**config.mk**
```make
export PLATFORM = sky130hd
export DESIGN_NAME = serial_sub_unit
export DESIGN_NICKNAME = d
export VERILOG_FILES = /design/src/rtl/serial_sub_unit_pkg.sv /design/src/rtl/serial_sub_unit_digit.sv /design/src/rtl/serial_sub_unit.sv
export SDC_FILE = /design/constraint.sdc
export NUM_CORES = 1
export LEC_CHECK = 0
export BUFFER_PORTS_ARGS = -buffer_cell sky130_fd_sc_hd__buf_2
export CELL_PAD_IN_SITES_DETAIL_PLACEMENT = 2
export CELL_PAD_IN_SITES_GLOBAL_PLACEMENT = 2
export CORE_AREA = 5 5 127 141
export CTS_BUF_LIST = sky130_fd_sc_hd__clkbuf_2 sky130_fd_sc_hd__clkbuf_4 sky130_fd_sc_hd__clkbuf_8
export CTS_CLUSTER_DIAMETER = 150
export DETAILED_ROUTE_END_ITERATION = 10
export DIE_AREA = 0 0 132 146
export GPL_ROUTABILITY_DRIVEN = 0
export PLACE_DENSITY = 0.81
export SLEW_MARGIN = 40
export SYNTH_ARGS = -nofsm -noshare
export SYNTH_HDL_FRONTEND = slang
export SYNTH_SLANG_ARGS = --single-unit
```
**constraint.sdc**
```tcl
create_clock -name clk -period 4.3 [get_ports clk]
set_input_delay 0 -clock clk [delete_from_list [all_inputs] [get_ports clk]]
set_output_delay 0 -clock clk [all_outputs]
set_load 0.02 [all_outputs]
```
**src/rtl/serial_sub_unit_pkg.sv**
```systemverilog
// Shared definitions for the digit-serial add/subtract unit: FSM states,
// operation codes and the signed-overflow helper.
package serial_sub_unit_pkg;

    typedef enum logic [1:0] {
        S_IDLE = 2'd0,
        S_RUN  = 2'd1,
        S_DONE = 2'd2
    } state_t;

    localparam logic OP_SUB = 1'b0;
    localparam logic OP_ADD = 1'b1;

    // Operand signs come from the latched operands only; the borrow/carry in never affects them
    function automatic logic calc_overflow(input logic op_f, input logic a_msb,
                                           input logic b_msb, input logic r_msb);
        logic ovf;
        if (op_f == OP_ADD) begin
            ovf = (a_msb == b_msb) && (r_msb != a_msb);
        end else begin
            ovf = (a_msb != b_msb) && (r_msb != a_msb);
        end
        return ovf;
    endfunction

endpackage

```
**src/rtl/serial_sub_unit_digit.sv**
```systemverilog
// One DIGIT-wide add/subtract slice with borrow/carry in and out.
module sub_digit
    import serial_sub_unit_pkg::*;
#(
    parameter int DIGIT = 4
) (
    input  logic [DIGIT-1:0] x,
    input  logic [DIGIT-1:0] y,
    input  logic             bin,
    input  logic             op,
    output logic [DIGIT-1:0] d,
    output logic             bout
);

    logic [DIGIT:0] ext_s;

    // Extended-width arithmetic: the extra MSB is the carry (add) or borrow (sub)
    always_comb begin
        ext_s = '0;
        if (op == OP_ADD) begin
            ext_s = {1'b0, x} + {1'b0, y} + {{DIGIT{1'b0}}, bin};
        end else begin
            ext_s = {1'b0, x} - {1'b0, y} - {{DIGIT{1'b0}}, bin};
        end
    end

    assign d    = ext_s[DIGIT-1:0];
    assign bout = ext_s[DIGIT];

endmodule

```
**src/rtl/serial_sub_unit.sv**
```systemverilog
// Digit-serial WIDTH-bit add/subtract engine with start/done handshake and
// status flags; one DIGIT slice is processed per clock.
module serial_sub_unit
    import serial_sub_unit_pkg::*;
#(
    parameter int WIDTH = 32,
    parameter int DIGIT = 4
) (
    input  logic             clk,
    input  logic             reset,
    input  logic             start,
    input  logic             op,
    input  logic [WIDTH-1:0] a,
    input  logic [WIDTH-1:0] b,
    input  logic             borrow_in,
    output logic             busy,
    output logic             done,
    output logic [WIDTH-1:0] result,
    output logic             borrow_out,
    output logic             overflow,
    output logic             zero
);

    localparam int STEPS = WIDTH / DIGIT;
    localparam int CW    = (STEPS > 1) ? $clog2(STEPS) : 1;
    localparam logic [CW-1:0] LAST_CNT = CW'(STEPS - 1);

    state_t           state_r, state_s;
    logic [CW-1:0]    cnt_r;
    logic [WIDTH-1:0] a_r, b_r, result_r, result_s;
    logic             op_r, borrow_r;
    logic             busy_r, done_r, borrow_out_r, overflow_r, zero_r;
    logic [DIGIT-1:0] x_s, y_s, d_s;
    logic             bout_s;

    assign x_s = a_r[cnt_r*DIGIT +: DIGIT];
    assign y_s = b_r[cnt_r*DIGIT +: DIGIT];

    sub_digit #(.DIGIT(DIGIT)) u_digit (
        .x    (x_s),
        .y    (y_s),
        .bin  (borrow_r),
        .op   (op_r),
        .d    (d_s),
        .bout (bout_s)
    );

    // Next-state decode
    always_comb begin
        state_s = state_r;
        case (state_r)
            S_IDLE: begin
                if (start) begin
                    state_s = S_RUN;
                end else begin
                    state_s = S_IDLE;
                end
            end
            S_RUN: begin
                if (cnt_r == LAST_CNT) begin
                    state_s = S_DONE;
                end else begin
                    state_s = S_RUN;
                end
            end
            S_DONE:  state_s = S_IDLE;
            default: state_s = S_IDLE;
        endcase
    end

    // Result with the current digit merged in; on the last step this is the final value
    always_comb begin
        result_s = result_r;
        result_s[cnt_r*DIGIT +: DIGIT] = d_s;
    end

    // State, datapath registers and registered outputs
    always_ff @(posedge clk) begin
        if (reset) begin
            state_r      <= S_IDLE;
            cnt_r        <= '0;
            a_r          <= '0;
            b_r          <= '0;
            op_r         <= 1'b0;
            borrow_r     <= 1'b0;
            result_r     <= '0;
            busy_r       <= 1'b0;
            done_r       <= 1'b0;
            borrow_out_r <= 1'b0;
            overflow_r   <= 1'b0;
            zero_r       <= 1'b0;
        end else begin
            state_r <= state_s;
            busy_r  <= (state_s != S_IDLE);
            done_r  <= (state_s == S_DONE);
            case (state_r)
                S_IDLE: begin
                    if (start) begin
                        a_r      <= a;
                        b_r      <= b;
                        op_r     <= op;
                        borrow_r <= borrow_in;
                        cnt_r    <= '0;
                        result_r <= '0;
                    end
                end
                S_RUN: begin
                    result_r <= result_s;
                    borrow_r <= bout_s;
                    cnt_r    <= cnt_r + CW'(1);
                    if (cnt_r == LAST_CNT) begin
                        borrow_out_r <= bout_s;
                        overflow_r   <= calc_overflow(op_r, a_r[WIDTH-1], b_r[WIDTH-1],
                                                      result_s[WIDTH-1]);
                        zero_r       <= (result_s == '0);
                    end
                end
                default: begin
                end
            endcase
        end
    end

    assign busy       = busy_r;
    assign done       = done_r;
    assign result     = result_r;
    assign borrow_out = borrow_out_r;
    assign overflow   = overflow_r;
    assign zero       = zero_r;

endmodule

```
==> run_results.csv, run 1 <==
group,metric,value,unit
floorplan,dieArea,19300,sq um
logic_synthesis,synth_mux_area_share,8.65,%
final_layout,nNetsFinal,878,
logic_synthesis,synth_compound_area_share,17.0,%
logic_synthesis,synth-edff-count,0,
power_and_ir_drop,ir_drop,0.143,mV
logic_synthesis,synthXorXnorAreaFrac,0.497,%
clock_network,clkTransAtPathRegs,0.11,ns
timing,worst_pin_slew,0.700,ns
clock_network,clock_latency,0.40,ns
global_route,gr-usage-all-layers,20.8,%
hold_path,worstHoldPathType,"primary input to register",
timing,max_freq,248,MHz
worst_setup_path,arrival,4.36,ns
logic_synthesis,synth_top_family_by_area,"simple AND/OR/NAND/NOR gates",
timing,rsz0062_at_grt,"false",
final_layout,final_common_cell,"nand2_1",
place,hpwl,13.6,mm
worst_setup_path,ff2ff_setup_slack,0.27,ns
route,postRouteWirelength,20.1,mm
final_layout,area_growth,29.5,%
route,vias,5278,
global_route,grt_max_degree,67,
logic_synthesis,yosys.area_share.simple,23.4,%
clock_network,clock-sinks,108,
logic_synthesis,ys_ff_latch,108,
final_layout,layout_common_cells,"176 x nand2_1, 107 x dfxtp_1, 104 x buf_2, 78 x a21oi_1, 66 x dlygate4sd3_1",
logic_synthesis,synth_fp_nets,729,
route,vias_per_cell,5.28,
logic_synthesis,synth_cell_types,64,
timing,hold_violations,0,
route,firstDrtPassIters,4,
timing,period_minus_slack,4.03,ns
timing,timing.hold.ws,0.109,ns
final_layout,n_antenna_cell,0,
worst_setup_path,cp_max_fo,10,
logic_synthesis,ys_warn_count,0,
global_route,grt_pass1_vias,5950,
place,place_area,5950,sq um
worst_setup_path,worstSetupEndpointType,"register",
global_route,antenna_found_initial,0,
logic_synthesis,syn_avg_cell_area,8.23,sq um
route,drc,0,
final_layout,fillCellCount,1795,
route,drt-initial-drc-count,246,
logic_synthesis,yosys.area_share.adder,4.83,%
timing,fin_crit_sh,93.7,%
final_layout,drive_above_1_share,20.9,%
global_route,grt_pass1_wl,32.4,mm
timing,slew_headroom,53.4,%
hold_path,whs_path_depth,2,
place,dp_cells,918,
floorplan,die_h,146,microns
final_layout,final_cell_area,6840,sq um
logic_synthesis,ys_seq_area_share,40.9,%
floorplan,pin_count,106,
timing,slew_viol_final,0,
status,status,"complete, no violations",
route,wl_per_cell,20.1,microns
final_layout,fin_cells,999,
logic_synthesis,async_reset_ff_share,0,%
floorplan,fp-row-count,49,
place,port-buffer-count,105,
worst_setup_path,critPathRequiredTime,4.63,ns
floorplan,core,16200,sq um
clock_network,cts_tree,"built",
logic_synthesis,netlist_instances,642,
logic_synthesis,netlist_area,5280,sq um
clock_network,htree_levels,3,
worst_setup_path,path_class,"register to register",
floorplan,chipWidth,132,microns
timing,setup_viol,0,
final_layout,finish.utilization,42.1,%
final_layout,regArea,2160,sq um
worst_setup_path,rr_worst_depth,13,
logic_synthesis,synthFlopType,"dfxtp_1",
floorplan,initial_core_util,32.5,%
power_and_ir_drop,power_density,325,nW/um^2
timing,fin_skew,0.0145,ns
clock_network,cts_root_buf,"clkbuf_8",
clock_network,numCtsBuffers,9,
clock_network,ctsLongestPathBuffers,2,
worst_setup_path,crit_path_start_kind,"register",
route,ant_nets,0,
power_and_ir_drop,p_leak,0.00280,uW
global_route,gr-total-overflow,0,
flow_run,max-cap-violations,0,
final_layout,multi_input_area,2890,sq um
timing,tns,0,ns
## layout make-up
type,count,share of cell area [%]
Tap cell,204,3.73
Multi-Input combinational cell,477,42.2
Timing Repair Buffer,180,18.4
Inverter,15,0.878
Clock buffer,10,1.92
Clock inverter,5,1.24
Sequential cell,108,31.6
## synthesized netlist by cell type (all sizes together), types with 2 or more instances
master / instances / area, sq um
nor2: 56 / 213
nor2b: 3 / 18.8
nor3b: 2 / 15.0
nand2: 177 / 664
o41ai: 2 / 17.5
or3: 4 / 25.0
mux2i: 4 / 40.0
a222oi: 2 / 20.0
nand2b: 7 / 43.8
and3: 5 / 36.3
nand4: 2 / 12.5
nor3: 6 / 41.3
clkbuf: 29 / 109
nand3b: 2 / 15.0
a22oi: 26 / 195
o21ai: 10 / 50.0
o311ai: 2 / 25.0
buf: 13 / 80.1
inv: 14 / 52.6
a211oi: 2 / 20.0
mux4: 16 / 360
or4: 2 / 15.0
a21oi: 79 / 399
mux2: 5 / 56.3
ha: 14 / 175
a32oi: 4 / 35.0
xnor2: 2 / 17.5
nand3: 7 / 35.0
o31ai: 5 / 37.5
or2: 4 / 25.0
dfxtp: 108 / 2160
and2: 5 / 31.3
fa: 4 / 80.1
## critical path, cell delays in order, from the launching register on
cell	delay (ns)
dfxtp_1	0.64
clkinvlp_4	0.36
nand2_1	0.13
and2_1	0.22
fa_1	0.26
inv_1	0.08
fa_1	0.42
or2_1	0.25
a21oi_2	0.22
o41ai_1	0.15
nor4_1	0.35
nand4_1	0.16
or4_1	0.57
o21ai_1	0.15
## final timing paths
kind,from,end
worst max-delay path,cnt_r[2],zero
worst min-delay path,reset,result[19]
worst max register to register,cnt_r[2],zero
worst min register to register,a_r[20],a_r[20]
## per-stage QoR
| step | worst slack [ns] | power (uW) |
|---|---|---|
| 4_1_cts | 0.0844 | 2220 |
| 3_5_place_dp | 0.162 | 1470 |
| 5_1_grt | 0.00713 | 2310 |
| 2_1_floorplan | 0.388 | 1340 |
| 6_report | 0.271 | 2220 |
| 3_3_place_gp | 0.432 | 1450 |
## registers in the layout (all words and copies together) (netlist names)
name        cells
a_r            32
b_r            32
result         32
cnt_r           3
state_r         2
borrow_out      1
borrow_r        1
busy            1
done            1
op_r            1
overflow        1
zero            1
## report_power, final
part           switching, uW  total (uW)  internal, uW
Sequential              30.2        1070          1040
Combinational            255         437           183
Clock                    380         715           335
## what timing repair did
| item | CTS | global route |
|---|---|---|
| setup buffers | 0 | 0 |
| hold buffers | 66 | 0 |
| resized for setup | 0 | 3 |
| hold endpoints to repair | 66 | 0 |
| setup endpoints to repair | 0 | 1 |
## routing by layer
layer  share of wire, %  global-route usage (%)  vias to the layer above
met2                 53                    37.7                      120
li1                   -                       -                     2506
met3                3.7                    3.01                       26
met1                 41                    24.6                     2626
met4                2.2                    7.72                        0
met5                  0                       0                        -
## kinds of logic (layout without fill, tap and decap cells)
logic type               count (synthesis)  count (layout)
AND/OR/NAND/NOR                        287             287
AO/OA/AOI/OAI                          144             144
flip-flops                             108             108
buffers and inverters                   57             210
multiplexers                            25              25
adder cells (fa/ha/maj)                 18              18
XOR/XNOR                                 3               3
Note: power is estimated with default switching activity, not from simulation.
==> run 2, diff against run 1 <==
CORE_AREA = 5 5 133 135   (was 5 5 127 141)
DIE_AREA = 0 0 138 140   (was 0 0 132 146)
PLACE_DENSITY = 0.8   (was 0.81)
==> run_results.csv, run 2 (same netlist as run 1, synthesis figures left out) <==
group,metric,value,unit
status,status,"complete, no violations",
place,port-buffer-count,105,
hold_path,worstHoldPathType,"primary input to register",
global_route,grt_max_degree,67,
floorplan,chipWidth,138,microns
route,vias_per_cell,5.17,
worst_setup_path,r2r_start,"cnt_r[1]",
power_and_ir_drop,ir_drop,0.176,mV
place,hpwl,13.4,mm
timing,period_minus_slack,4.13,ns
final_layout,final_cell_area,6850,sq um
hold_path,min_from,"reset",
floorplan,dieArea,19300,sq um
clock_network,clock_latency,0.39,ns
clock_network,cts_tree,"built",
global_route,grt_pass1_vias,6062,
final_layout,area_growth,29.7,%
timing,slew_headroom,53.4,%
timing,fin_crit_sh,96.1,%
route,ant_nets,0,
route,drt-initial-drc-count,201,
timing,fin_skew,0.00719,ns
floorplan,initial_core_util,32.3,%
power_and_ir_drop,power_density,314,nW/um^2
clock_network,htree_levels,3,
floorplan,fp-row-count,47,
floorplan,pin_count,106,
route,vias,5273,
worst_setup_path,cp_max_fo,11,
clock_network,clkTransAtPathRegs,0.10,ns
final_layout,regArea,2160,sq um
final_layout,nNetsFinal,881,
global_route,gr-usage-all-layers,20.8,%
global_route,grt_pass1_wl,32.6,mm
worst_setup_path,worstSetupEndpointType,"register",
final_layout,fillCellCount,1869,
global_route,antenna_found_initial,1,
timing,worst_pin_slew,0.700,ns
worst_setup_path,setup.worst_path.start,"cnt_r[1]",
worst_setup_path,arrival,4.46,ns
timing,hold_violations,0,
global_route,gr-total-overflow,0,
timing,setup_viol,0,
floorplan,die_h,140,microns
final_layout,drive_above_1_share,21.3,%
final_layout,layout_common_cells,"176 x nand2_1, 107 x dfxtp_1, 104 x buf_2, 78 x a21oi_1, 66 x dlygate4sd3_1",
power_and_ir_drop,p_leak,0.00280,uW
route,wl_per_cell,19.6,microns
clock_network,numCtsBuffers,9,
flow_run,max-cap-violations,0,
worst_setup_path,path_class,"register to register",
route,drc,0,
final_layout,multi_input_area,2880,sq um
clock_network,cts_root_buf,"clkbuf_8",
place,place_area,5990,sq um
final_layout,final_common_cell,"nand2_1",
route,firstDrtPassIters,5,
floorplan,core,16300,sq um
route,postRouteWirelength,20.0,mm
timing,slew_viol_final,0,
worst_setup_path,critPathRequiredTime,4.63,ns
timing,max_freq,242,MHz
power_and_ir_drop,power.total,2150,uW
worst_setup_path,crit_path_start_kind,"register",
clock_network,ctsLongestPathBuffers,2,
clock_network,clock-sinks,108,
## run 2: cell type report
| class | instances | area share, % |
|---|---|---|
| well taps | 220 | 4.02 |
| multi-input cells | 477 | 42.0 |
| repair buffers | 183 | 18.7 |
| inverters | 15 | 0.876 |
| clock buffers | 11 | 2.03 |
| flip-flops and latches | 108 | 31.6 |
| diodes | 1 | 0.0365 |
| clock inverters | 5 | 0.767 |
## run 2: per-layer routing
metal / routed length [microns] / GRT usage (%) / vias up
li1: - / - / 2514
met2: 10500 / 38.5 / 121
met3: 654 / 3.37 / 34
met1: 8250 / 23.9 / 2604
met5: 0 / 0 / -
met4: 591 / 8.32 / 0
## run 2: through the flow
step	worst slack [ns]	utilization [%]	setup TNS [ns]	instances	hold WS, ns
after floorplan	0.388	-	0	642	0.136
after global placement	0.426	36.6	0	937	0.243
after detailed placement	0.165	36.6	0	937	0.256
after CTS	0.130	41.9	0	1019	0.0667
after global routing	-0.0317	41.9	-0.0317	1020	0.0889
final	0.168	41.9	0	1020	0.0795
## run 2: where the power goes
group	internal [uW]	leakage [uW]	switching, uW
clock network	280	0.0000999	364
logic	185	0.00182	255
registers	1040	0.000881	30.9
## run 2: path summary, 6_finish.rpt
path,to,slack (ns),cells after the start
max,zero,0.17,13
min,result[13],0.08,2
max reg2reg,zero,0.17,13
min reg2reg,b_r[10],0.46,2
## run 2: repair_timing
action	CTS	global route
hold endpoints to repair	66	0
hold buffers	66	0
gates resized for setup	0	3
endpoints found under the setup margin	0	1
setup buffers	0	0
## run 2: worst max-delay path: stages (launching register included)
cell and delay [ns]:
dfxtp_1 0.70, mux4_2 0.43, nand2_1 0.12, and2_1 0.24, fa_1 0.26, inv_1 0.08, fa_1 0.44, or2_1 0.25
a21oi_2 0.24, o41ai_1 0.14, nor4_1 0.36, nand4_1 0.15, or4_1 0.54, o21ai_1 0.14
